<file path="config.mk">
export PLATFORM = sky130hd
export DESIGN_NAME = score_event_scheduler
export DESIGN_NICKNAME = d
export VERILOG_FILES = /design/src/rtl/score_pkg.sv /design/src/rtl/pend_counter.sv /design/src/rtl/score_event_scheduler.sv
export SDC_FILE = /design/constraint.sdc
export NUM_CORES = 1
export LEC_CHECK = 0
export CORE_ASPECT_RATIO = 0.6
export CORE_MARGIN = 3
export CORE_UTILIZATION = 47
export CTS_CLUSTER_SIZE = 12
export DETAILED_ROUTE_END_ITERATION = 8
export PLACE_DENSITY = 0.86
export SYNTH_ARGS = -nofsm -noshare
export SYNTH_HDL_FRONTEND = slang
export SYNTH_SLANG_ARGS = --single-unit
</file>
<file path="constraint.sdc">
create_clock -name clk22 -period 4.3 [get_ports clk22]
set_clock_uncertainty 0.2 [all_clocks]
set_input_delay 0.86 -clock clk22 [delete_from_list [all_inputs] [get_ports clk22]]
set_output_delay 0.86 -clock clk22 [all_outputs]
set_load 0.02 [all_outputs]
</file>
<file path="src/rtl/score_pkg.sv">
`default_nettype none
// ============================================================================
// Package    : score_pkg
// Purpose    : Shared types and constants for the score event scheduler:
//              FSM state encoding, event class codes (their numeric order is
//              also the arbitration priority), BCD digit indices and the
//              per-class (digit index, amount) pair loaded on a grant.
// Revision   : 1.0 - initial release
// ============================================================================
package score_pkg;

   typedef enum logic {
      IDLE = 1'b0,
      ADD  = 1'b1
   } state_e;

   // Lower code = higher priority.
   typedef enum logic [1:0] {
      KILL_B = 2'd0,
      KILL_E = 2'd1,
      HIT_B  = 2'd2,
      HIT_E  = 2'd3
   } ev_cls_e;

   localparam int NUM_CLS = 4;

   localparam logic [1:0] ONES = 2'd0;
   localparam logic [1:0] TENS = 2'd1;
   localparam logic [1:0] HUND = 2'd2;
   localparam logic [1:0] THOU = 2'd3;

   localparam logic [1:0] IDX_KILL_B = THOU;
   localparam logic [1:0] IDX_KILL_E = HUND;
   localparam logic [1:0] IDX_HIT_B  = ONES;
   localparam logic [1:0] IDX_HIT_E  = ONES;

   localparam logic [1:0] AMT_KILL_B = 2'd1;
   localparam logic [1:0] AMT_KILL_E = 2'd1;
   localparam logic [1:0] AMT_HIT_B  = 2'd2;
   localparam logic [1:0] AMT_HIT_E  = 2'd1;

   localparam logic [3:0] BCD_MAX = 4'd9;

   function automatic logic [1:0] cls_idx(input ev_cls_e c);
      case (c)
         KILL_B:  cls_idx = IDX_KILL_B;
         KILL_E:  cls_idx = IDX_KILL_E;
         HIT_B:   cls_idx = IDX_HIT_B;
         default: cls_idx = IDX_HIT_E;
      endcase
   endfunction

   function automatic logic [1:0] cls_amt(input ev_cls_e c);
      case (c)
         KILL_B:  cls_amt = AMT_KILL_B;
         KILL_E:  cls_amt = AMT_KILL_E;
         HIT_B:   cls_amt = AMT_HIT_B;
         default: cls_amt = AMT_HIT_E;
      endcase
   endfunction

endpackage
`default_nettype wire

</file>
<file path="src/rtl/pend_counter.sv">
`default_nettype none
// ============================================================================
// Module     : pend_counter
// Purpose    : Saturating pending-event counter. Adds 0..4 arrivals and
//              subtracts one grant per cycle; clamps at 2^W-1 and flags any
//              arrival lost to the clamp.
// Ports      : clk_i   - clock
//              rst_ni  - asynchronous active-low reset
//              clr_i   - synchronous clear (discards same-cycle arrivals)
//              arr_i   - number of arrivals this cycle (0..4)
//              dec_i   - grant: consume one pending event
//              cnt_o   - current count
//              ovf_o   - combinational: an arrival is being dropped this cycle
// Revision   : 1.0 - initial release
// ============================================================================
module pend_counter #(
   parameter int W = 3
) (
   input  logic         clk_i,
   input  logic         rst_ni,
   input  logic         clr_i,
   input  logic [2:0]   arr_i,
   input  logic         dec_i,
   output logic [W-1:0] cnt_o,
   output logic         ovf_o
);

   // Wide enough to hold max count + 4 without wrapping.
   localparam int            SW  = W + 3;
   localparam logic [SW-1:0] MAX = SW'((1 << W) - 1);

   logic [W-1:0]  cnt_q, cnt_d;
   logic [SW-1:0] nxt;

   always_comb begin
      nxt   = SW'(cnt_q) + SW'(arr_i) - SW'(dec_i);
      cnt_d = cnt_q;
      ovf_o = 1'b0;
      if (clr_i) begin
         cnt_d = '0;
      end else if (nxt > MAX) begin
         cnt_d = MAX[W-1:0];
         ovf_o = 1'b1;
      end else begin
         cnt_d = nxt[W-1:0];
      end
   end

   always_ff @(posedge clk_i or negedge rst_ni) begin
      if (!rst_ni) cnt_q <= '0;
      else         cnt_q <= cnt_d;
   end

   assign cnt_o = cnt_q;

endmodule
`default_nettype wire

</file>
<file path="src/rtl/score_event_scheduler.sv">
`default_nettype none
// ============================================================================
// Module     : score_event_scheduler
// Purpose    : Collects hit/kill scoring events into per-class pending
//              counters, grants them one at a time by fixed priority and adds
//              them into a 4-digit BCD score, rippling carries one digit per
//              cycle and saturating at 9999.
// Ports      : clk22          - game clock
//              rst_n          - asynchronous active-low reset
//              gamestart      - clear; also disarms kill detectors
//              shot_reimu     - player hit; clears score
//              shot_enm       - enemy hit pulse (+1)
//              shot_boss      - boss hit pulse (+2)
//              enmhp1..4      - enemy HP (kill on nonzero -> zero)
//              bosshp         - boss HP (kill on nonzero -> zero, +1000)
//              score0..3      - BCD digits, ones .. thousands
//              busy           - FSM active or events pending
//              pend_ovf       - sticky: an event was dropped
// Revision   : 1.0 - initial release
// ============================================================================
module score_event_scheduler
   import score_pkg::*;
#(
   parameter int PEND_W    = 3,
   parameter int ENM_HP_W  = 7,
   parameter int BOSS_HP_W = 10
) (
   input  logic                 clk22,
   input  logic                 rst_n,
   input  logic                 gamestart,
   input  logic                 shot_reimu,
   input  logic                 shot_enm,
   input  logic                 shot_boss,
   input  logic [ENM_HP_W-1:0]  enmhp1,
   input  logic [ENM_HP_W-1:0]  enmhp2,
   input  logic [ENM_HP_W-1:0]  enmhp3,
   input  logic [ENM_HP_W-1:0]  enmhp4,
   input  logic [BOSS_HP_W-1:0] bosshp,
   output logic [3:0]           score0,
   output logic [3:0]           score1,
   output logic [3:0]           score2,
   output logic [3:0]           score3,
   output logic                 busy,
   output logic                 pend_ovf
);

   state_e              state_q, state_d;
   logic [1:0]          idx_q, idx_d;
   logic [1:0]          amt_q, amt_d;
   logic [3:0][3:0]     digit_q, digit_d;
   logic                pend_ovf_q;
   logic [3:0]          alive_e_q;
   logic                alive_b_q;

   logic                clr;
   logic [3:0]          enm_alive_now;
   logic [3:0]          kill_e;
   logic                kill_b;
   logic [2:0]          arr      [NUM_CLS];
   logic [PEND_W-1:0]   pend_cnt [NUM_CLS];
   logic [NUM_CLS-1:0]  grant;
   logic [NUM_CLS-1:0]  ovf;
   logic                any_pend;
   ev_cls_e             sel;
   logic [4:0]          sum;

   assign clr           = gamestart | shot_reimu;
   assign enm_alive_now = {enmhp4 != '0, enmhp3 != '0, enmhp2 != '0, enmhp1 != '0};

   // A kill is a was-alive flag meeting zero HP; HP that is already zero
   // after reset/gamestart never had its flag set, so it never scores.
   assign kill_e = alive_e_q & ~enm_alive_now;
   assign kill_b = alive_b_q & (bosshp == '0);

   always_comb begin
      arr[KILL_B] = {2'b00, kill_b};
      arr[KILL_E] = {2'b00, kill_e[0]} + {2'b00, kill_e[1]}
                  + {2'b00, kill_e[2]} + {2'b00, kill_e[3]};
      arr[HIT_B]  = {2'b00, shot_boss};
      arr[HIT_E]  = {2'b00, shot_enm};
   end

   for (genvar c = 0; c < NUM_CLS; c++) begin : g_pend
      pend_counter #(.W(PEND_W)) u_cnt (
         .clk_i  (clk22),
         .rst_ni (rst_n),
         .clr_i  (clr),
         .arr_i  (arr[c]),
         .dec_i  (grant[c]),
         .cnt_o  (pend_cnt[c]),
         .ovf_o  (ovf[c])
      );
   end

   // Fixed-priority select among nonzero counters.
   always_comb begin
      sel      = HIT_E;
      any_pend = 1'b1;
      if      (pend_cnt[KILL_B] != '0) sel = KILL_B;
      else if (pend_cnt[KILL_E] != '0) sel = KILL_E;
      else if (pend_cnt[HIT_B]  != '0) sel = HIT_B;
      else if (pend_cnt[HIT_E]  != '0) sel = HIT_E;
      else                             any_pend = 1'b0;
   end

   always_comb begin
      state_d = state_q;
      idx_d   = idx_q;
      amt_d   = amt_q;
      digit_d = digit_q;
      grant   = '0;
      sum     = {1'b0, digit_q[idx_q]} + {3'b000, amt_q};
      if (clr) begin
         state_d = IDLE;
         idx_d   = ONES;
         amt_d   = '0;
         digit_d = '0;
      end else begin
         case (state_q)
            IDLE: begin
               if (any_pend) begin
                  grant[sel] = 1'b1;
                  idx_d      = cls_idx(sel);
                  amt_d      = cls_amt(sel);
                  state_d    = ADD;
               end
            end
            ADD: begin
               if (sum <= {1'b0, BCD_MAX}) begin
                  digit_d[idx_q] = sum[3:0];
                  state_d        = IDLE;
               end else if (idx_q != THOU) begin
                  // sum is 10 or 11 here, so the 4-bit subtract cannot wrap.
                  digit_d[idx_q] = sum[3:0] - 4'd10;
                  idx_d          = idx_q + 2'd1;
                  amt_d          = 2'd1;
               end else begin
                  digit_d = {4{BCD_MAX}};
                  state_d = IDLE;
               end
            end
            default: state_d = IDLE;
         endcase
      end
   end

   always_ff @(posedge clk22 or negedge rst_n) begin
      if (!rst_n) begin
         state_q    <= IDLE;
         idx_q      <= ONES;
         amt_q      <= '0;
         digit_q    <= '0;
         pend_ovf_q <= 1'b0;
         alive_e_q  <= '0;
         alive_b_q  <= 1'b0;
      end else begin
         state_q    <= state_d;
         idx_q      <= idx_d;
         amt_q      <= amt_d;
         digit_q    <= digit_d;
         pend_ovf_q <= clr ? 1'b0 : (pend_ovf_q | (|ovf));
         alive_e_q  <= gamestart ? 4'b0000 : enm_alive_now;
         alive_b_q  <= ~gamestart & (bosshp != '0);
      end
   end

   assign score0   = digit_q[ONES];
   assign score1   = digit_q[TENS];
   assign score2   = digit_q[HUND];
   assign score3   = digit_q[THOU];
   assign pend_ovf = pend_ovf_q;
   assign busy     = (state_q != IDLE)
                   | (pend_cnt[KILL_B] != '0) | (pend_cnt[KILL_E] != '0)
                   | (pend_cnt[HIT_B]  != '0) | (pend_cnt[HIT_E]  != '0);

endmodule
`default_nettype wire

</file>
==> impl_metrics.tcl <==
set metrics [dict create \
    muxShareOfSynthArea 0.0453 \
    fillers 407 \
    crit_path_start_kind "input pin" \
    async_reset_ff_frac 1.00 \
    via_per_inst 5.97 \
    cts_root_buf "clkbuf_8" \
    synth-compound-area-share 0.186 \
    die_height_um 64.8 \
    clkSinkCount 39 \
    yosys_register_bits 39 \
    critPathRequiredTime_ps 4290 \
    seq_area_sq_um 976 \
    initial_core_util 0.510 \
    arrival_ps 4160 \
    grt_pass1_wl_um 12400 \
    drive_gt1_frac 0.140 \
    cts_tree "built" \
    grt_pass1_vias 2562 \
    nNetsFinal 434 \
    yosys.area_share.simple 0.193 \
    dr.pass1.iters 5 \
    antenna_left 0 \
    rr_startpoint "idx_q[0]" \
    overflow 0 \
    dpl_cell_area_sq_um 3490 \
    place_inst 430 \
    routedWlPerCell_um 17.6 \
    hpwl_um 5650 \
    max-vdd-ir-drop_uv 131 \
    synth-edff-count 0 \
    cts_max_level 2 \
    clock.fmax_mhz 240 \
    hp-class "reg2reg" \
    final_common_cell "clkdlybuf4s50_1" \
    die_x_um 104 \
    fin_area_sq_um 3650 \
    num_rows 20 \
    synth-xor-area-share 0.0356 \
    critical_path_class "in2reg" \
    cp-end-kind "register" \
    via_count 2632 \
    final_cell_mix "clkdlybuf4s50_1, dfrtp_1, nor2_1" \
    clock_latency_ps 300 \
    finalNonFillerCells 441 \
    cts_buffers 5 \
    drt_iter0_drc 176 \
    final_core_utilization 0.688 \
    slew_headroom 0.420 \
    gp_congestion 0.941 \
    synthAdderAreaFrac 0.136 \
    portBuffers 61 \
    yosysSeqAreaShare 0.361 \
    routed_wl_um 7780 \
    synth_ff_type "dfrtp_1" \
    post_synth_num_cell_types 52 \
    syn_inst 286 \
    cts_buffer_depth 2 \
    synthToLayoutAreaGrowth_pct 34.9 \
    synthesis.area_per_instance_sq_um 9.46 \
    critPathMaxFanout 2 \
    ioPinCount 62 \
    holdWs_ps 357 \
    powerDensity_nw_per_um2 214 \
    synth_area_sq_um 2710 \
    synth_nets 357 \
    status "finished clean" \
    multi_input_area_sq_um 1680 \
    period_minus_slack_ps 4170 \
    synth_top_family_by_area "simple AND/OR/NAND/NOR gates" \
    min_from "score1[1]" \
    cap_violations 0 \
    hold_viol 0 \
    tightest_slew_ps 870 \
    path_clk_slew_ps 70 \
    power_leakage_nw 1.58 \
    synth_warnings 0 \
    track_usage 0.232 \
    drc 0 \
    ctsHoldBuffers 0 \
    startpoint "enmhp2[4]" \
    antenna_found_initial 0 \
    core_area_sq_um 5310 \
    setup_violations 0 \
    fin_crit_sh 0.969 \
    grt_max_degree 40 \
    total_power_w 0.000782 \
    slew_violations 0 \
    dieArea_sq_um 6730 \
    n_antenna_cell 0 \
]
[state kept, by name (all words and copies together) (netlist names)]
register / flops
alive_e_q: 4
alive_b_q: 1
score3: 4
g_pend.u_cnt.cnt_o: 12
state_q: 1
pend_ovf: 1
score0: 4
idx_q: 2
score1: 4
score2: 4
amt_q: 2
[metrics by stage]
| stage | setup TNS, ps | setup WS [ps] |
|---|---|---|
| after global routing | -57.2 | -57.2 |
| final | 0 | 133 |
| after floorplan | 0 | 8.94 |
| after CTS | 0 | 14.5 |
| after detailed placement | -1730 | -481 |
| after global placement | -1500 | -432 |
[metal layers]
metal  part of all wire  global-route usage
met1               0.44               0.329
met2               0.43               0.346
met3               0.10              0.0617
met4              0.025              0.0779
met5                  0                   0
[path summary, 6_finish.rpt]
path / end / slack (ps) / cells past startpoint
setup / recovery: pend_ovf / 130 / 14
hold / removal: score1[1] / 360 / 1
setup reg to reg: score2[1] / 310 / 11
hold reg to reg: score1[1] / 360 / 1
max in group asynchronous: score2[1] / 2880 / 1
min in group asynchronous: g_pend[3].u_cnt.cnt_o[2] / 480 / 1
[worst max-delay path, cell delays in order]
cell and delay (ps):
dlygate4sd2_1 220, or4_1 460, nor4_1 180, buf_4 160, nand2_2 50, fa_1 470
fa_2 400, fa_1 510, ha_2 220, a21oi_2 120, a21oi_2 50, o22ai_2 160
nand4_1 110, o21a_1 190
[synth_stat cells (5+ instances only)]
library cell,n,area (sq um)
a21oi_1,28,140
a32o_1,5,50.1
dfrtp_1,39,976
ha_1,23,288
inv_1,18,67.6
nand2_1,20,75.1
nand3_1,7,35.0
nand4_1,7,43.8
nor2_1,29,109
nor2b_1,5,31.3
nor3_1,5,25.0
nor4_1,10,62.6
o21ai_0,9,45.0
or4_1,5,37.5
xnor2_1,10,87.6
[cell families (layout without fill, tap and decap cells)]
family | after synthesis | in the layout
AO/OA/AOI/OAI | 73 | 73
XOR/XNOR | 11 | 11
adder cells (fa/ha/maj) | 27 | 27
buffers and inverters | 27 | 105
flip-flops | 39 | 39
multiplexers | 6 | 6
AND/OR/NAND/NOR | 103 | 103
[where the power goes]
group	internal [W]	switching [W]	leakage (nW)	total, W
combinational	0.0000622	0.0000627	1.00	0.000125
clock	0.000146	0.000129	0.0515	0.000275
sequential	0.000374	0.00000789	0.531	0.000381
[layout make-up]
type / instances / area share
tap: 77 / 0.0264
inverter: 19 / 0.0195
multi-input combinational: 220 / 0.459
clock buffer: 8 / 0.0274
sequential: 39 / 0.267
timing repair buffer: 78 / 0.200
[timing repair]
action	4_1_cts	5_1_grt
resized for setup	21	8
setup buffers	1	2
pin swaps	15	14
endpoints found under the setup margin	4	4
Note: power is estimated with default switching activity, not from simulation.
